**src/rtl/hex_defs.sv**
```systemverilog
// Shared definitions for the Intel-HEX record parser: record type codes and
// the parser state encoding.
package hex_defs;

  localparam logic [7:0] REC_DATA = 8'h00;
  localparam logic [7:0] REC_EOF  = 8'h01;

  localparam logic [2:0] ST_IDLE    = 3'd0;
  localparam logic [2:0] ST_LEN     = 3'd1;
  localparam logic [2:0] ST_ADDR_HI = 3'd2;
  localparam logic [2:0] ST_ADDR_LO = 3'd3;
  localparam logic [2:0] ST_TYPE    = 3'd4;
  localparam logic [2:0] ST_DATA    = 3'd5;
  localparam logic [2:0] ST_CSUM    = 3'd6;

  typedef enum logic [2:0] {
    S_IDLE    = ST_IDLE,
    S_LEN     = ST_LEN,
    S_ADDR_HI = ST_ADDR_HI,
    S_ADDR_LO = ST_ADDR_LO,
    S_TYPE    = ST_TYPE,
    S_DATA    = ST_DATA,
    S_CSUM    = ST_CSUM
  } state_t;

endpackage

```
**src/rtl/hex_byte_asm.sv**
```systemverilog
// Pairs successive hex digits into bytes. byte_done pulses combinationally
// with the second digit of a pair; clear forces the next digit to be a high nibble.
module hex_byte_asm (
  input  logic       clk,
  input  logic       rst_n,
  input  logic       load,
  input  logic       clear,
  input  logic [3:0] digit,
  output logic [7:0] byte_val,
  output logic       byte_done
);

  logic       phase_lo;
  logic [3:0] hi;

  always_ff @(posedge clk) begin
    if (!rst_n) begin
      phase_lo <= 1'b0;
      hi       <= 4'h0;
    end else if (clear) begin
      phase_lo <= 1'b0;
    end else if (load) begin
      if (!phase_lo) hi <= digit;
      phase_lo <= ~phase_lo;
    end
  end

  assign byte_val  = {hi, digit};
  assign byte_done = load & phase_lo;

endmodule

```
**src/rtl/hex_record_parser.sv**
```systemverilog
// Intel-HEX record parser: walks ":LL AAAA TT <data> CC", emits type-00 data
// bytes with absolute addresses, checks the checksum, flags format errors and EOF.
module hex_record_parser
  import hex_defs::*;
#(
  parameter int ADDR_W = 16
) (
  input  logic              CLK,
  input  logic              RESET_N,
  input  logic              CHAR_VALID,
  input  logic              SC,
  input  logic              ISHEX,
  input  logic [3:0]        DIGIT,
  output logic [7:0]        DATA,
  output logic [ADDR_W-1:0] ADDR,
  output logic              DATA_VALID,
  output logic              REC_DONE,
  output logic              CSUM_ERR,
  output logic              FMT_ERR,
  output logic              EOF,
  output logic              BUSY
);

  state_t      state, state_next;
  logic [7:0]  len_cnt, rec_type, sum, sum_plus, byte_val;
  logic [15:0] base, idx, offset;
  logic        byte_done, load, clear;
  logic        emit, done_next, csum_bad, fmt_next, eof_set;

  assign load     = CHAR_VALID & ISHEX & ~SC & (state != S_IDLE);
  assign clear    = (state_next != state) | (CHAR_VALID & SC);
  assign sum_plus = sum + byte_val;
  assign offset   = base + idx;

  hex_byte_asm u_byte_asm (
    .clk      (CLK),
    .rst_n    (RESET_N),
    .load     (load),
    .clear    (clear),
    .digit    (DIGIT),
    .byte_val (byte_val),
    .byte_done(byte_done)
  );

  always_ff @(posedge CLK) begin
    if (!RESET_N) state <= S_IDLE;
    else          state <= state_next;
  end

  always_comb begin
    state_next = state;
    fmt_next   = 1'b0;
    emit       = 1'b0;
    done_next  = 1'b0;
    csum_bad   = 1'b0;
    eof_set    = 1'b0;
    if (CHAR_VALID) begin
      if (SC) begin
        // A ':' always opens a new record; mid-record it also aborts the old one.
        state_next = S_LEN;
        fmt_next   = (state != S_IDLE);
      end else if (state != S_IDLE && !ISHEX) begin
        fmt_next   = 1'b1;
        state_next = S_IDLE;
      end else if (byte_done) begin
        case (state)
          S_LEN:     state_next = S_ADDR_HI;
          S_ADDR_HI: state_next = S_ADDR_LO;
          S_ADDR_LO: state_next = S_TYPE;
          S_TYPE:    state_next = (len_cnt == 8'd0) ? S_CSUM : S_DATA;
          S_DATA: begin
            emit = (rec_type == REC_DATA);
            if (len_cnt == 8'd1) state_next = S_CSUM;
          end
          S_CSUM: begin
            done_next  = 1'b1;
            csum_bad   = (sum_plus != 8'h00);
            eof_set    = (rec_type == REC_EOF) && (sum_plus == 8'h00);
            state_next = S_IDLE;
          end
          default: state_next = state;
        endcase
      end
    end
  end

  always_ff @(posedge CLK) begin
    if (!RESET_N) begin
      len_cnt    <= 8'h00;
      rec_type   <= 8'h00;
      sum        <= 8'h00;
      base       <= 16'h0000;
      idx        <= 16'h0000;
      DATA       <= 8'h00;
      ADDR       <= '0;
      DATA_VALID <= 1'b0;
      REC_DONE   <= 1'b0;
      CSUM_ERR   <= 1'b0;
      FMT_ERR    <= 1'b0;
      EOF        <= 1'b0;
      BUSY       <= 1'b0;
    end else begin
      DATA_VALID <= emit;
      REC_DONE   <= done_next;
      CSUM_ERR   <= csum_bad;
      FMT_ERR    <= fmt_next;
      BUSY       <= (state_next != S_IDLE);
      if (eof_set) EOF <= 1'b1;

      if (CHAR_VALID && SC) sum <= 8'h00;
      else if (byte_done)   sum <= sum_plus;

      if (byte_done) begin
        case (state)
          S_LEN:     len_cnt <= byte_val;
          S_ADDR_HI: base[15:8] <= byte_val;
          S_ADDR_LO: base[7:0] <= byte_val;
          S_TYPE: begin
            rec_type <= byte_val;
            idx      <= 16'h0000;
          end
          S_DATA: begin
            len_cnt <= len_cnt - 8'd1;
            idx     <= idx + 16'd1;
          end
          default: ;
        endcase
      end

      // Offset wraps inside 16 bits before being widened to the output.
      if (emit) begin
        DATA <= byte_val;
        ADDR <= ADDR_W'(offset);
      end
    end
  end

endmodule
```
**config.mk**
```make
export PLATFORM = sky130hd
export DESIGN_NAME = hex_record_parser
export DESIGN_NICKNAME = d
export VERILOG_FILES = /design/src/rtl/hex_defs.sv /design/src/rtl/hex_byte_asm.sv /design/src/rtl/hex_record_parser.sv
export SDC_FILE = /design/constraint.sdc
export NUM_CORES = 1
export LEC_CHECK = 0
export ABC_AREA = 1
export BUFFER_PORTS_ARGS = -buffer_cell sky130_fd_sc_hd__buf_2
export CORE_ASPECT_RATIO = 0.6
export CORE_UTILIZATION = 45
export CTS_CLUSTER_DIAMETER = 80
export DETAILED_ROUTE_END_ITERATION = 8
export SLEW_MARGIN = 25
export SYNTH_ARGS = -nofsm -noshare
export SYNTH_HDL_FRONTEND = slang
export SYNTH_SLANG_ARGS = --single-unit
```
**constraint.sdc**
```tcl
create_clock -name CLK -period 2.02 [get_ports CLK]
set_input_delay 0 -clock CLK [delete_from_list [all_inputs] [get_ports CLK]]
set_output_delay 0 -clock CLK [all_outputs]
set_load 0.05 [all_outputs]
```
==> results_dict.tcl, run 1 <==
set metrics [dict create \
    p_int_mw 2.861 \
    combPwrFrac 0.044 \
    total_leakage_power_nw 2.610 \
    tns_ns 0 \
    r2r_start "idx[4]$_SDFFE_PN0P_" \
    initial_core_util 0.4738 \
    cts_num_sinks 94 \
    syn-num-nets 760 \
    syn2layout_area_growth_pct 15.90 \
    switching_share 0.2317 \
    yosys_warnings 0 \
    grt_setup_unrepaired "false" \
    r2r-end "ADDR[10]$_SDFFE_PN0P_" \
    fp.dieH_um 84.79 \
    critPathBufInv 1 \
    drive_gt1_frac 0.1338 \
    timing.fmax_mhz 539.4 \
    clk_pin_slew_worst_paths_ns 0.07 \
    netlist_instances 723 \
    clock_skew_ns 0.009759 \
    grt_usage 0.2595 \
    grt_overflow_total 0 \
    finalPower_mw 3.724 \
    slew_headroom 0.6341 \
    finalCritPeriodShare 0.9178 \
    ys_seq_elements 94 \
    power_density_mw_per_mm2 625.2 \
    worstPathRequired_ns 2.31 \
    cts_buffer_depth 2 \
    critical_path_arrival_ns 2.14 \
    htree_levels 3 \
    critical_path.max_fanout 5 \
    status "completed" \
    yosysTopAreaCell "dfxtp_1" \
    yosysUniqueCellTypes 36 \
    crit_family "compound AO/OA/AOI/OAI gates" \
    dp.cells 909 \
    top_level_ports 39 \
    cp-start-kind "register" \
    netlist_top_cells_count "nand2_1 (116), dfxtp_1 (94), nor2_1 (88)" \
    cap_violations 0 \
    crit_type "register to register" \
    synth_area_mm2 0.005140 \
    antenna_found_initial 0 \
    seqPwrFrac 0.500 \
    antenna_left 0 \
    grt_max_degree 46 \
    n_antenna_cell 0 \
    synthArstFlopShare 0 \
    dp_hpwl_mm 11.61 \
    hold_path_class "input port to register" \
    clockRootBuffer "clkbuf_16" \
    worst-r2r-cell-count 8 \
    p_switching_mw 0.8629 \
    hold_viol 0 \
    whs_endpoint "FMT_ERR$_SDFF_PN0_" \
    r2r_setup_slack_ns 0.17 \
    routed_wirelength_mm 14.70 \
    worstHoldPathCells 3 \
    seq_area_frac_synth 0.3661 \
    synth_edf_count 0 \
    stdcell_count 924 \
    cts-buffers-inserted 9 \
    wl_per_cell_um 15.91 \
    finalSetupViolations 0 \
    final_area_mm2 0.005957 \
    slew_violations 0 \
    yosys-top-cells-area "dfxtp_1 (37%), nand2_1 (8.5%), a21oi_1 (7.3%)" \
    slowest_stage "ha_1" \
    pwr-share-clk 0.456 \
    syn_area_per_cell_um2 7.109 \
    worstSetupEndpointType "register" \
    die_area_mm2 0.01187 \
    synth-main-ff-cell "dfxtp_1" \
    cts_tree "built" \
    clk-insertion-delay-late_ns 0.35 \
    grt_pass1_wl_mm 23.43 \
    worst_ir_drop_vdd_mv 0.3916 \
    drc 0 \
    core_area_mm2 0.01085 \
    nNetsFinal 818 \
    rows 29 \
    firstDrtPassIters 4 \
    worstMarginPinSlew_ns 0.5469 \
    synth_top_area_frac 0.3661 \
    critPathMaxStageDelay_ns 0.39 \
    critical_path.most_common_cell "nand2_1" \
    grt_pass1_vias 4322 \
    min_from "SC" \
    place_congestion 0.9191 \
    io_buffers 38 \
    die_w_um 140.0 \
    post_cts_buffers 0 \
    fin_crit_ns 1.854 \
    drt-initial-drc-count 381 \
    vias 5013 \
    place_area_mm2 0.005645 \
    postCtsHoldBufs 0 \
    path_cells "ha_1 -> nand2_1 -> o21ai_0 -> nand2_1 -> a31o_2 -> nand3_1 -> nand2_1 -> inv_1" \
    synth.most_common_cell "nand2_1" \
    viasPerCell 5.425 \
]
registers in the layout, summed over array words and instances, names as in the netlist, 3 cells and up:
name,count
len_cnt,8
idx,16
sum,8
u_byte_asm.hi,4
ADDR,16
rec_type,8
base,16
state,3
DATA,8
stage by stage:
step                hold WS (ns)  setup WS [ns]    util
detailed placement        0.3667         0.1164  0.5204
finish                   0.01417         0.1660  0.5491
floorplan                 0.1349         0.1358       -
CTS                     0.003533         0.1062  0.5470
global route             0.02583        0.01050  0.5491
global placement          0.3796         0.1582  0.5204
worst max-delay path by stage:
stage | from | endpoint | slack, ns | cells after the start
after floorplan | idx[0]$_SDFFE_PN0P_ | ADDR[12]$_SDFFE_PN0P_ | 0.14 | 9
after global placement | idx[6]$_SDFFE_PN0P_ | ADDR[9]$_SDFFE_PN0P_ | 0.16 | 10
after detailed placement | idx[6]$_SDFFE_PN0P_ | ADDR[9]$_SDFFE_PN0P_ | 0.12 | 10
after CTS | idx[6]$_SDFFE_PN0P_ | ADDR[9]$_SDFFE_PN0P_ | 0.11 | 10
after global routing | sum[0]$_SDFFE_PP0N_ | EOF$_SDFFE_PN0P_ | 0.01 | 9
final | idx[4]$_SDFFE_PN0P_ | ADDR[10]$_SDFFE_PN0P_ | 0.17 | 8
metal layers:
layer / GRT usage / part of all wire
met1: 0.4375 / 0.58
met2: 0.3191 / 0.34
met3: 0.04735 / 0.065
met4: 0.05894 / 0.010
met5: 0 / 0
layout make-up:
class	instances	area [um^2]
Fill cell	1063	4892
Multi-Input combinational cell	524	2868
Inverter	84	315.3
Sequential cell	94	1883
Clock buffer	10	229.0
Clock inverter	5	60.06
Tap cell	139	173.9
Timing Repair Buffer	68	427.9
timing repair:
item / CTS / global route
endpoints found under the setup margin: 0 / 5
hold endpoints to repair: 0 / 0
resized for setup: 0 / 8
placed cells by master (no fill, tap or decap), types with 3 or more instances in the layout:
cell / Yosys / routed
nand4_1: 20 / 20
nand3_1: 43 / 43
o211ai_1: 5 / 5
clkbuf_16: 0 / 9
buf_4: 0 / 29
nand2_1: 116 / 116
a21oi_1: 75 / 72
nand3b_1: 4 / 4
nor3_1: 22 / 22
inv_2: 4 / 5
ha_1: 26 / 26
xnor2_1: 6 / 6
a31oi_1: 4 / 4
o21ai_0: 66 / 65
a21oi_2: 0 / 3
inv_1: 80 / 79
nor2_1: 88 / 87
xor2_1: 16 / 15
a211oi_1: 11 / 11
a31o_2: 3 / 3
dfxtp_1: 94 / 93
buf_2: 8 / 38
cell families (layout without fill, tap and decap cells):
kind of cell	count (synthesis)	after routing	synth area share
DFF	94	94	0.3661
xor gates and xnor gates	22	22	0.03749
AOI/OAI and AO/OA	171	171	0.1806
buffers and inverters	105	167	0.08009
adders and majority gates	28	28	0.07108
and+or+nand+nor	303	303	0.2646
worst reg2reg max path, cell delays in order (launching register included):
cell and delay (ns):
dfxtp_1 0.37, ha_1 0.39, nand2_1 0.14, o21ai_0 0.38, nand2_1 0.13, a31o_2 0.22
nand3_1 0.06, nand2_1 0.06, inv_1 0.05
power by group through the flow:
stage | Sequential, mW | Combinational, mW | Clock [mW]
final | 1.86 | 0.165 | 1.70
after global placement | 1.90 | 0.161 | 0
after floorplan | 1.91 | 0.0841 | 0
after CTS | 1.86 | 0.161 | 1.74
after detailed placement | 1.90 | 0.160 | 0
after global routing | 1.86 | 0.179 | 1.79
Note: power is estimated with default switching activity, not from simulation.
==> inputs of run 2 (changes only) <==
PLACE_DENSITY_LB_ADDON = 0.12   (was default)
SYNTH_HIERARCHICAL = 1   (was default)
TNS_END_PERCENT = 100   (was default)
==> run 2 against run 1 <==
Net effect:
- area after synthesis rose by 2.6%
- register-to-register slack got worse by 0.13 ns
- combinational power up 9%
- sequential power is essentially flat
- cell count is 7.3% higher
- hold slack improved by 0.039 ns
- non-clock buffer count increased by 21
- wire length grew 0.80%
- count of clock-buffer cells in the layout increased by 2
- largest cell class unchanged
==> results_dict.tcl, run 2 <==
set metrics [dict create \
    cts_tree "built" \
    fp.dieH_um 85.86 \
    whs_endpoint "FMT_ERR$_SDFF_PN0_" \
    wl_per_cell_um 14.95 \
    synth_edf_count 0 \
    final_util 0.5585 \
    clock_skew_ns 0.005397 \
    top_level_ports 39 \
    drc 0 \
    synth_top_family_by_area "simple AND/OR/NAND/NOR gates" \
    hold_viol 0 \
    cts_buffer_depth 2 \
    firstDrtPassIters 5 \
    grt_pass1_vias 4636 \
    dp_hpwl_mm 10.96 \
    path_cells "inv_2 -> nand3_4 -> nand3_2 -> inv_2 -> nand2_4 -> inv_8 -> nand2_4 -> nand2_2 -> nand3b_1 -> nand3_1 -> nand2_1 -> nor2_1 -> nand2_1 -> inv_1 -> nand2_1 -> inv_1 -> nand2_1 -> inv_2 -> nand3_4 -> nand2_2 -> nand2_1 -> nor2_1" \
    cts-buffers-inserted 9 \
    crit_type "register to register" \
    core_area_mm2 0.01137 \
    io_buffers 38 \
    switching_share 0.2279 \
    ys_seq_elements 94 \
    seqPwrFrac 0.494 \
    worstHoldPathCells 4 \
    yosysTopAreaCell "dfxtp_1" \
    die_w_um 141.8 \
    vias 5107 \
    slew_violations 0 \
    viasPerCell 5.153 \
    synth-main-ff-cell "dfxtp_1" \
    slew_headroom 0.5611 \
    grt_max_degree 35 \
    worstMarginPinSlew_ns 0.6523 \
    grt_setup_unrepaired "true" \
    rows 30 \
    synth-compound-area-share 0.1796 \
    drive_gt1_frac 0.2010 \
    synth_area_mm2 0.005274 \
    die_area_mm2 0.01217 \
    post-place-ws_ns -0.08741 \
    finalCritPeriodShare 0.9802 \
    synthArstFlopShare 0 \
    n_antenna_cell 0 \
    clk-insertion-delay-late_ns 0.34 \
    syn2layout_area_growth_pct 20.45 \
    critical_path_arrival_ns 2.26 \
    p_int_mw 2.907 \
    htree_levels 3 \
    worstPathRequired_ns 2.30 \
    synth.most_common_cell "nand2_1" \
    slowest_stage "dfxtp_2" \
    r2r_start "state[0]$_SDFF_PN0_" \
    worst-r2r-cell-count 22 \
    timing.fmax_mhz 505.1 \
    r2r-end "u_byte_asm/hi[1]$_SDFFE_PN0P_" \
    p_switching_mw 0.8579 \
    hold_path_class "input port to register" \
    fin_ws_ns 0.04006 \
    path_depth 22 \
    initial_core_util 0.4637 \
    layout_common_cells "nand2_1 (126), nor2_1 (92), inv_1 (91), dfxtp_1 (86), a21oi_1 (73)" \
    grt_overflow_total 0 \
    routed_wirelength_mm 14.82 \
    total_leakage_power_nw 2.945 \
    final_common_cell "nand2_1" \
    pwr-share-clk 0.458 \
    reg.largest.list "ADDR x16, base x16, idx x16" \
    yosysUniqueCellTypes 44 \
    fin_crit_ns 1.980 \
    clk_pin_slew_worst_paths_ns 0.07 \
    r2r_setup_slack_ns 0.04 \
    netlist_instances 750 \
    netlist_top_cells_count "nand2_1 (135), inv_1 (95), nor2_1 (95)" \
    critPathBufInv 6 \
    yosys_warnings 6 \
    antenna_left 0 \
    worstSetupEndpointType "register" \
    seq_area_frac_synth 0.3568 \
    cp-start-kind "register" \
    worst_ir_drop_vdd_mv 0.3747 \
    antenna_found_initial 0 \
    yosys-top-cells-area "dfxtp_1 (36%), nand2_1 (9.6%), a21oi_1 (7.0%)" \
    synth_fa_ha_area_frac 0.06928 \
    critical_path.max_fanout 8 \
    synth-simple-area-share 0.2679 \
    status "completed" \
    drt-initial-drc-count 356 \
    min_from "ISHEX" \
    syn_area_per_cell_um2 7.032 \
    synth_top_area_frac 0.3568 \
    grt_usage 0.2541 \
    synthXorXnorAreaFrac 0.02491 \
    crit_family "simple AND/OR/NAND/NOR gates" \
    place_congestion 0.8957 \
    grt_pass1_wl_mm 23.67 \
    finalSetupViolations 0 \
    syn-num-nets 787 \
    synthMuxAreaShare 0 \
    power_density_mw_per_mm2 592.7 \
    nNetsFinal 864 \
    combPwrFrac 0.048 \
    clockRootBuffer "clkbuf_16" \
    cap_violations 0 \
    critPathMaxStageDelay_ns 0.36 \
    critical_path.most_common_cell "nand2_1" \
    cts_num_sinks 94 \
]
==> run 2: worst min-delay path: cells and delay by family <==
| kind | cells | cell delay [ns] |
|---|---|---|
| buf+inv | 2 | 0.11 |
| simple gates | 2 | 0.24 |
==> run 2: final cells by class <==
| class | count | area (um^2) |
|---|---|---|
| well taps | 160 | 200.2 |
| multi-input cells | 530 | 2970 |
| inverters | 102 | 395.4 |
| repair buffers | 89 | 595.6 |
| flip-flops and latches | 94 | 1894 |
| fillers | 1124 | 5021 |
| repair inverters | 1 | 6.256 |
| clock inverters | 3 | 43.79 |
| clock buffers | 12 | 246.5 |
==> run 2: logic make-up (layout without fill, tap and decap cells) <==
family	Yosys count	after routing
AO/OA/AOI/OAI	171	171
XOR/XNOR	15	15
adder cells (fa/ha/maj)	28	28
buffers and inverters	126	207
flip-flops	94	94
AND/OR/NAND/NOR	316	316
==> run 2: worst max-delay path by stage <==
stage	from	slack, ns	to
floorplan	state[0]$_SDFF_PN0_	0.01	u_byte_asm/hi[0]$_SDFFE_PN0P_
global placement	idx[0]$_SDFFE_PN0P_	-0.02	ADDR[10]$_SDFFE_PN0P_
detailed placement	idx[0]$_SDFFE_PN0P_	-0.09	ADDR[10]$_SDFFE_PN0P_
CTS	state[2]$_SDFF_PN0_	0.01	u_byte_asm/hi[0]$_SDFFE_PN0P_
global route	state[0]$_SDFF_PN0_	-0.15	u_byte_asm/hi[1]$_SDFFE_PN0P_
finish	state[0]$_SDFF_PN0_	0.04	u_byte_asm/hi[1]$_SDFFE_PN0P_
==> run 2: timing repair <==
item / in CTS / in global routing
hold endpoints to repair: 3 / 0
hold buffers: 3 / 0
setup endpoints to repair: 8 / 24
resized for setup: 6 / 35
setup buffers: 2 / 11
gates cloned: 0 / 1
pin swaps: 0 / 17
==> run 2: power groups by stage <==
stage               Combinational (mW)  Sequential [mW]  Clock (mW)
CTS                              0.174             1.86        1.76
global placement                 0.168             1.90           0
detailed placement               0.169             1.90           0
global route                     0.194             1.86        1.83
finish                           0.180             1.86        1.72
floorplan                        0.102             1.91           0
==> run 2: metal layers <==
layer,wire length (um),vias up,track usage
li1,-,2609,-
met1,7985,2353,0.3952
met2,5791,134,0.3453
met3,900,9,0.05416
met4,86,2,0.05767
met5,55,-,0.03644
==> run 2: metrics by stage <==
stage          hold WS [ns]  total power, mW  area (um^2)  setup TNS [ns]  std cells
2_1_floorplan        0.1204            2.011         5288               0        750
3_3_place_gp         0.2951            2.072         5799        -0.02032        959
3_5_place_dp         0.2951            2.073         5799         -0.1157        959
4_1_cts             0.01459            3.796         6157               0        979
5_1_grt             0.08422            3.886         6352         -0.6505        991
6_report            0.05348            3.765         6352               0        991
